**config.mk**
```make
export PLATFORM = sky130hd
export DESIGN_NAME = pong_game_ctl_flat
export DESIGN_NICKNAME = d
export VERILOG_FILES = /design/src/rtl/pong_pkg.sv /design/src/rtl/pong_game_ctl_if.sv /design/src/rtl/pong_serve_timer.sv /design/src/rtl/pong_game_ctl.sv /design/src/flat_wrapper.sv
export SDC_FILE = /design/constraint.sdc
export NUM_CORES = 1
export LEC_CHECK = 0
export CAP_MARGIN = 20
export CORE_MARGIN = 2
export CORE_UTILIZATION = 40
export DETAILED_ROUTE_END_ITERATION = 16
export PLACE_DENSITY = 0.69
export SLEW_MARGIN = 20
export SYNTH_ARGS = -nofsm -noshare
export SYNTH_HDL_FRONTEND = slang
export SYNTH_HIERARCHICAL = 1
export SYNTH_SLANG_ARGS = --single-unit
```
**constraint.sdc**
```tcl
create_clock -name clk_i -period 4.25 [get_ports clk_i]
set_input_delay 0.85 -clock clk_i [delete_from_list [all_inputs] [get_ports clk_i]]
set_output_delay 0.85 -clock clk_i [all_outputs]
set_load 0.02 [all_outputs]
```
**src/rtl/pong_pkg.sv**
```systemverilog
// Shared Pong definitions: match state encoding, winner encoding, board
// dimension defaults used by the game controller and the ball/paddle blocks,
// and a saturating score increment.
package pong_pkg;

    typedef enum logic [2:0] {
        ST_IDLE      = 3'd0,
        ST_SERVE     = 3'd1,
        ST_RUNNING   = 3'd2,
        ST_POINT     = 3'd3,
        ST_GAME_OVER = 3'd4
    } game_state_t;

    typedef enum logic [1:0] {
        WIN_NONE = 2'b00,
        WIN_P1   = 2'b01,
        WIN_P2   = 2'b10
    } winner_t;

    localparam int unsigned BOARD_WIDTH  = 40;
    localparam int unsigned BOARD_HEIGHT = 30;
    localparam int unsigned BALL_X_W     = 6;
    localparam int unsigned SCORE_W      = 4;

    // Scores stick at 15 rather than wrapping to 0.
    function automatic logic [SCORE_W-1:0] sat_inc(input logic [SCORE_W-1:0] s);
        return (s == '1) ? s : s + 1'b1;
    endfunction

endpackage

```
**src/rtl/pong_game_ctl_if.sv**
```systemverilog
// Board-side bundle of the Pong game controller.
//   start_i      button level (debounced)
//   ball_x_i     current ball column
//   ball_en_o    ball may move
//   ball_reset_o one-cycle recentre pulse
//   paddle_en_o  paddles may move
//   p1/p2_score  player scores
//   winner_o     00 none, 01 P1, 10 P2
//   state_o      match state for display
// master: the board / display side; slave: pong_game_ctl.
interface pong_game_ctl_if;
    logic       start_i;
    logic [5:0] ball_x_i;
    logic       ball_en_o;
    logic       ball_reset_o;
    logic       paddle_en_o;
    logic [3:0] p1_score_o;
    logic [3:0] p2_score_o;
    logic [1:0] winner_o;
    logic [2:0] state_o;

    modport master (
        output start_i, ball_x_i,
        input  ball_en_o, ball_reset_o, paddle_en_o,
        input  p1_score_o, p2_score_o, winner_o, state_o
    );

    modport slave (
        input  start_i, ball_x_i,
        output ball_en_o, ball_reset_o, paddle_en_o,
        output p1_score_o, p2_score_o, winner_o, state_o
    );
endinterface

```
**src/rtl/pong_serve_timer.sv**
```systemverilog
// Serve hold-off timer. Counts enabled cycles from 0; done is high during the
// enabled cycle in which the count reaches SERVE_DELAY-1.
//   clk_i, rst_n_i  clock, synchronous active-low reset
//   clear           restart the count at 0
//   enable          count this cycle
//   done            terminal-count indication (combinational)
module pong_serve_timer #(
    parameter int unsigned SERVE_DELAY = 25000000
) (
    input  logic clk_i,
    input  logic rst_n_i,
    input  logic clear,
    input  logic enable,
    output logic done
);
    localparam logic [31:0] LAST = 32'(SERVE_DELAY - 1);

    logic [31:0] count;

    always_ff @(posedge clk_i) begin
        if (!rst_n_i)    count <= '0;
        else if (clear)  count <= '0;
        else if (enable) count <= count + 32'd1;
    end

    assign done = enable && (count == LAST);
endmodule

```
**src/rtl/pong_game_ctl.sv**
```systemverilog
// Pong match sequencer: idle / serve / rally / point / game-over FSM, ball
// and paddle enables, ball recentre pulse, scores and winner.
//   clk_i    system clock
//   rst_n_i  synchronous active-low reset
//   game     pong_game_ctl_if.slave bundle (all outputs registered)
module pong_game_ctl
    import pong_pkg::*;
#(
    parameter int unsigned GAME_WIDTH  = BOARD_WIDTH,
    parameter int unsigned SCORE_LIMIT = 9,
    parameter int unsigned SERVE_DELAY = 25000000
) (
    input  logic          clk_i,
    input  logic          rst_n_i,
    pong_game_ctl_if.slave game
);
    localparam logic [5:0] RIGHT_COL = 6'(GAME_WIDTH - 1);
    localparam logic [3:0] LIMIT     = 4'(SCORE_LIMIT);

    game_state_t state, state_next;
    logic        start_q, start_edge_q;
    logic [3:0]  p1_score, p2_score, p1_next, p2_next;
    winner_t     winner, winner_next;
    logic        p1_last, p1_last_next;
    logic        ball_en, ball_reset, paddle_en;
    logic        serve_done;

    pong_serve_timer #(.SERVE_DELAY(SERVE_DELAY)) u_serve_timer (
        .clk_i   (clk_i),
        .rst_n_i (rst_n_i),
        .clear   (state != ST_SERVE),
        .enable  (state == ST_SERVE),
        .done    (serve_done)
    );

    always_ff @(posedge clk_i) begin
        if (!rst_n_i) begin
            // Held as if already pressed, so a button kept down through
            // reset needs a fresh press to start a match.
            start_q      <= 1'b1;
            start_edge_q <= 1'b0;
            state        <= ST_IDLE;
            p1_score     <= '0;
            p2_score     <= '0;
            winner       <= WIN_NONE;
            p1_last      <= 1'b0;
            ball_en      <= 1'b0;
            ball_reset   <= 1'b0;
            paddle_en    <= 1'b0;
        end else begin
            start_q      <= game.start_i;
            start_edge_q <= game.start_i & ~start_q;
            state        <= state_next;
            p1_score     <= p1_next;
            p2_score     <= p2_next;
            winner       <= winner_next;
            p1_last      <= p1_last_next;
            // Outputs are registered from the next state so they line up
            // with state_o.
            ball_en      <= (state_next == ST_RUNNING);
            paddle_en    <= (state_next == ST_SERVE) || (state_next == ST_RUNNING);
            ball_reset   <= (state_next == ST_SERVE) && (state != ST_SERVE);
        end
    end

    always_comb begin
        state_next   = state;
        p1_next      = p1_score;
        p2_next      = p2_score;
        winner_next  = winner;
        p1_last_next = p1_last;
        unique case (state)
            ST_IDLE, ST_GAME_OVER: begin
                if (start_edge_q) begin
                    state_next  = ST_SERVE;
                    p1_next     = '0;
                    p2_next     = '0;
                    winner_next = WIN_NONE;
                end
            end
            ST_SERVE: begin
                if (serve_done) state_next = ST_RUNNING;
            end
            ST_RUNNING: begin
                // Right wall checked first: P1 wins a tie on a 1-wide board.
                if (game.ball_x_i == RIGHT_COL) begin
                    p1_next      = sat_inc(p1_score);
                    p1_last_next = 1'b1;
                    state_next   = ST_POINT;
                end else if (game.ball_x_i == '0) begin
                    p2_next      = sat_inc(p2_score);
                    p1_last_next = 1'b0;
                    state_next   = ST_POINT;
                end
            end
            ST_POINT: begin
                if ((p1_last ? p1_score : p2_score) == LIMIT) begin
                    state_next  = ST_GAME_OVER;
                    winner_next = p1_last ? WIN_P1 : WIN_P2;
                end else begin
                    state_next  = ST_SERVE;
                end
            end
            default: state_next = ST_IDLE;
        endcase
    end

    assign game.state_o      = state;
    assign game.ball_en_o    = ball_en;
    assign game.ball_reset_o = ball_reset;
    assign game.paddle_en_o  = paddle_en;
    assign game.p1_score_o   = p1_score;
    assign game.p2_score_o   = p2_score;
    assign game.winner_o     = winner;
endmodule

```
**src/flat_wrapper.sv**
```systemverilog
// flat-port wrapper written by rule: the top's interface ports become plain ports
module pong_game_ctl_flat import pong_pkg::*;
#(
    parameter int unsigned GAME_WIDTH  = BOARD_WIDTH,
    parameter int unsigned SCORE_LIMIT = 9,
    parameter int unsigned SERVE_DELAY = 25000000
)
  (clk_i, rst_n_i, game_start_i, game_ball_x_i, game_ball_en_o, game_ball_reset_o, game_paddle_en_o, game_p1_score_o, game_p2_score_o, game_winner_o, game_state_o);
  pong_game_ctl_if game_i ();
  input  logic clk_i;
  input  logic rst_n_i;
  input wire logic [$bits(game_i.start_i)-1:0] game_start_i;
  input wire logic [$bits(game_i.ball_x_i)-1:0] game_ball_x_i;
  output wire logic [$bits(game_i.ball_en_o)-1:0] game_ball_en_o;
  output wire logic [$bits(game_i.ball_reset_o)-1:0] game_ball_reset_o;
  output wire logic [$bits(game_i.paddle_en_o)-1:0] game_paddle_en_o;
  output wire logic [$bits(game_i.p1_score_o)-1:0] game_p1_score_o;
  output wire logic [$bits(game_i.p2_score_o)-1:0] game_p2_score_o;
  output wire logic [$bits(game_i.winner_o)-1:0] game_winner_o;
  output wire logic [$bits(game_i.state_o)-1:0] game_state_o;
  assign game_i.start_i = game_start_i;
  assign game_i.ball_x_i = game_ball_x_i;
  assign game_ball_en_o = game_i.ball_en_o;
  assign game_ball_reset_o = game_i.ball_reset_o;
  assign game_paddle_en_o = game_i.paddle_en_o;
  assign game_p1_score_o = game_i.p1_score_o;
  assign game_p2_score_o = game_i.p2_score_o;
  assign game_winner_o = game_i.winner_o;
  assign game_state_o = game_i.state_o;
  pong_game_ctl #(.GAME_WIDTH(GAME_WIDTH), .SCORE_LIMIT(SCORE_LIMIT), .SERVE_DELAY(SERVE_DELAY)) u_core (.clk_i(clk_i), .rst_n_i(rst_n_i), .game(game_i));
endmodule
```
==> results.ini <==
[grt]
grt_pass1_wl_um = 9418
track_usage_pct = 15.76
grt_pass1_vias = 2066
antenna_found_initial = 0
grt_start_max_net_pins = 31
globalRouteOverflowTotal = 0

[final_layout]
stdcell_count = 392
nets = 326
num_antenna_cells = 0
drive_gt1_share_pct = 4.762
fin_area_mm2 = 0.002945
fillerInstances = 634
regArea_mm2 = 0.001021
multi_input_area_mm2 = 0.001418
final_util_pct = 47.19
synthToLayoutAreaGrowth_pct = 15.79

[synth]
synth_area_per_cell_um2 = 8.536
synthCells = 298
ys_ff_latch = 51
synth.net_count = 310
synth_cell_types = 48
synth-edff-count = 0
yosysSeqAreaShare_pct = 40.14
ys_warn_count = 6
synthArstFlopShare_pct = 0
syn_area_mm2 = 0.002544
synthFlopType = dfxtp_1

[place]
hpwl_um = 3717
placed_cell_area_mm2 = 0.002810
place_ws_ns = 1.223
gp_congestion = 0.7629
io_buffers = 24
dpl.cell_count = 384

[pwr]
ir_drop_mv = 0.1638
power_leakage_nw = 0.8617
p_int_mw = 0.7297
p_per_area_mw_per_mm2 = 308.6
pwr-share-comb_pct = 3.3
switching_power_mw = 0.1792
p_sw_share_pct = 19.72
power_mw = 0.9089
p_clk_share_pct = 43.8
seq_power_share_pct = 53.0

[cts]
path_clk_slew_ns = 0.09
cts_max_level = 2
holdBufCountCts = 0
cts_tree = done
postCtsSetupBuffers = 0
clock_path_buffers = 2
cts_resized = 0
clock-sinks = 51
cts_root_buf = clkbuf_8
clk_latency_ns = 0.30
cts_inserted_buffers = 5

[sta]
fmax_mhz = 325.5
finalMaxSlewViolations = 0
maxSlewHeadroom_pct = 59.23
layout_min_cycle_time_ns = 3.072
finalHoldViolCount = 0
worst_slack_ns = 1.178
tightest_slew_ns = 0.6115
tns_ns = 0
finalCritPeriodShare_pct = 72.28
fin_skew_ns = 0.007482
grt_setup_unrepaired = no
finalSetupViolations = 0
holdWs_ns = 0.4898

[job]
maxCapViolations = 0

[worst_setup_path]
crit_start = u_core/game.state_o[0]
path_max_fanout = 11
crit_slowest_cell = a221oi_1
crit_family = simple AND/OR/NAND/NOR gates
cp-start-kind = flip-flop
crit_path_end_kind = flip-flop
cp.arrival_ns = 3.26
required_ns = 4.44
worst-setup-path-type = reg2reg
critPathMaxStageDelay_ns = 0.53
path_buf_inv = 1
worstPathCellList = nor2b_1 > nand2_1 > inv_1 > and4_1 > nand3_1 > nor3_1 > o22ai_1 > a221oi_1 > mux2_2
r2r-start = u_core/game.state_o[0]

[worst_hold_path]
hold_path_startpoint = u_core/u_serve_timer/count[30]
holdCritPathClass = reg2reg

[routing]
wl_per_cell_um = 13.45
highest_layer = met4
drt_first_pass_iters = 4
viasPerCell = 5.668
wl_met2_um = 2368
drt_iter0_markers = 87
route.met3.wl_um = 109
drc = 0
ant_nets = 0
route.layer.met1.wl_um = 2750
vias = 2222
drt-total-wl_um = 5273

[floorplan]
coreArea_mm2 = 0.006241
die_area_mm2 = 0.007013
die_h_um = 83.75
rows = 29
initial_core_util_pct = 40.76
num_io_pins = 25
die_w_um = 83.75

[status]
status = complete, no violations

-- metal layers --
metal	vias to the layer above	global-route usage, %
li1	1144	-
met1	1050	23.17
met2	24	23.85
met3	4	2.967
met4	0	3.812
met5	-	0
-- Yosys cell counts (6+ instances only) --
library cell / n / share of area (%)
nand4_1: 7 / 1.7
o21ai_0: 10 / 2.0
nand3_1: 18 / 3.5
nor2_1: 18 / 2.7
clkbuf_1: 9 / 1.3
o31ai_1: 17 / 5.0
or3_1: 7 / 1.7
a21oi_1: 26 / 5.1
inv_1: 10 / 1.5
or4_1: 22 / 6.5
nor4_1: 6 / 1.5
xor2_1: 6 / 2.1
dfxtp_1: 51 / 40
nand2_1: 22 / 3.2
xnor2_1: 7 / 2.4
-- final timing paths --
kind / to / slack [ns] / cells after the start
worst max-delay path: u_core/game.paddle_en_o / 1.18 / 9
worst min-delay path: u_core/u_serve_timer/count[30] / 0.49 / 2
worst max register to register: u_core/game.paddle_en_o / 1.18 / 9
worst min register to register: u_core/u_serve_timer/count[30] / 0.49 / 2
-- final cells by class --
type,count,area share (%)
tap,77,3.271
multi-input combinational,222,48.13
sequential,51,34.66
timing repair buffer,24,8.156
inverter,10,1.274
clock inverter,2,2.039
clock buffer,6,2.464
-- kinds of logic (layout without fill, tap and decap cells) --
kind of cell / after synthesis / after routing / share of synthesized area, %
AND/OR/NAND/NOR: 136 / 136 / 31.78
buffers and inverters: 25 / 42 / 4.230
XOR/XNOR: 13 / 13 / 4.476
flip-flops: 51 / 51 / 40.14
multiplexers: 6 / 6 / 2.410
adder cells (fa/ha/maj): 3 / 3 / 1.476
AO/OA/AOI/OAI: 64 / 64 / 15.49
-- flip-flops by register name, summed over array words and instances, names as in the netlist --
| name | count |
|---|---|
| u_core/u_serve_timer/count | 32 |
| u_core/game.ball_en_o | 1 |
| u_core/game.paddle_en_o | 1 |
| u_core/game.p1_score_o | 4 |
| u_core/game.state_o | 3 |
| u_core/start_edge_q | 1 |
| u_core/game.winner_o | 2 |
| u_core/start_q | 1 |
| u_core/game.ball_reset_o | 1 |
| u_core/game.p2_score_o | 4 |
| u_core/p1_last | 1 |
-- tightest hold or removal path: cells and delay by family (launching register included) --
family | cells | cell delay, ns
muxes | 1 | 0.05
and+or+nand+nor | 1 | 0.06
DFF | 1 | 0.34
-- cells in the final DEF (no fill, tap or decap), types with 2 or more instances in the layout --
master,netlist,final
dfxtp_1,51,51
and3_1,3,3
mux2i_1,5,5
nor2b_1,3,3
o21ai_0,10,10
or3_1,7,7
clkdlybuf4s50_1,0,24
bufinv_16,0,2
nor4b_1,2,2
and2_1,4,4
and4_1,2,2
o21a_1,2,2
o31ai_1,17,17
nand4_1,7,7
xor2_1,6,6
xnor2_1,7,7
nor4_1,6,6
nand2_1,22,22
nor2_1,18,18
a21boi_0,2,2
clkbuf_8,0,5
nand2b_1,3,2
or2_2,2,2
ha_1,3,3
nor3_1,5,5
nand3_1,18,18
nor4bb_1,2,2
or4_1,22,22
inv_1,10,10
a21oi_1,26,26
-- power by group through the flow --
stage / Clock [mW] / Combinational, mW / Sequential, mW
after floorplan: 0 / 0.0152 / 0.493
after global routing: 0.419 / 0.0324 / 0.482
after detailed placement: 0 / 0.0297 / 0.493
after global placement: 0 / 0.0291 / 0.492
after CTS: 0.404 / 0.0297 / 0.481
final: 0.398 / 0.0297 / 0.481
(Power assumes the default switching activity.)
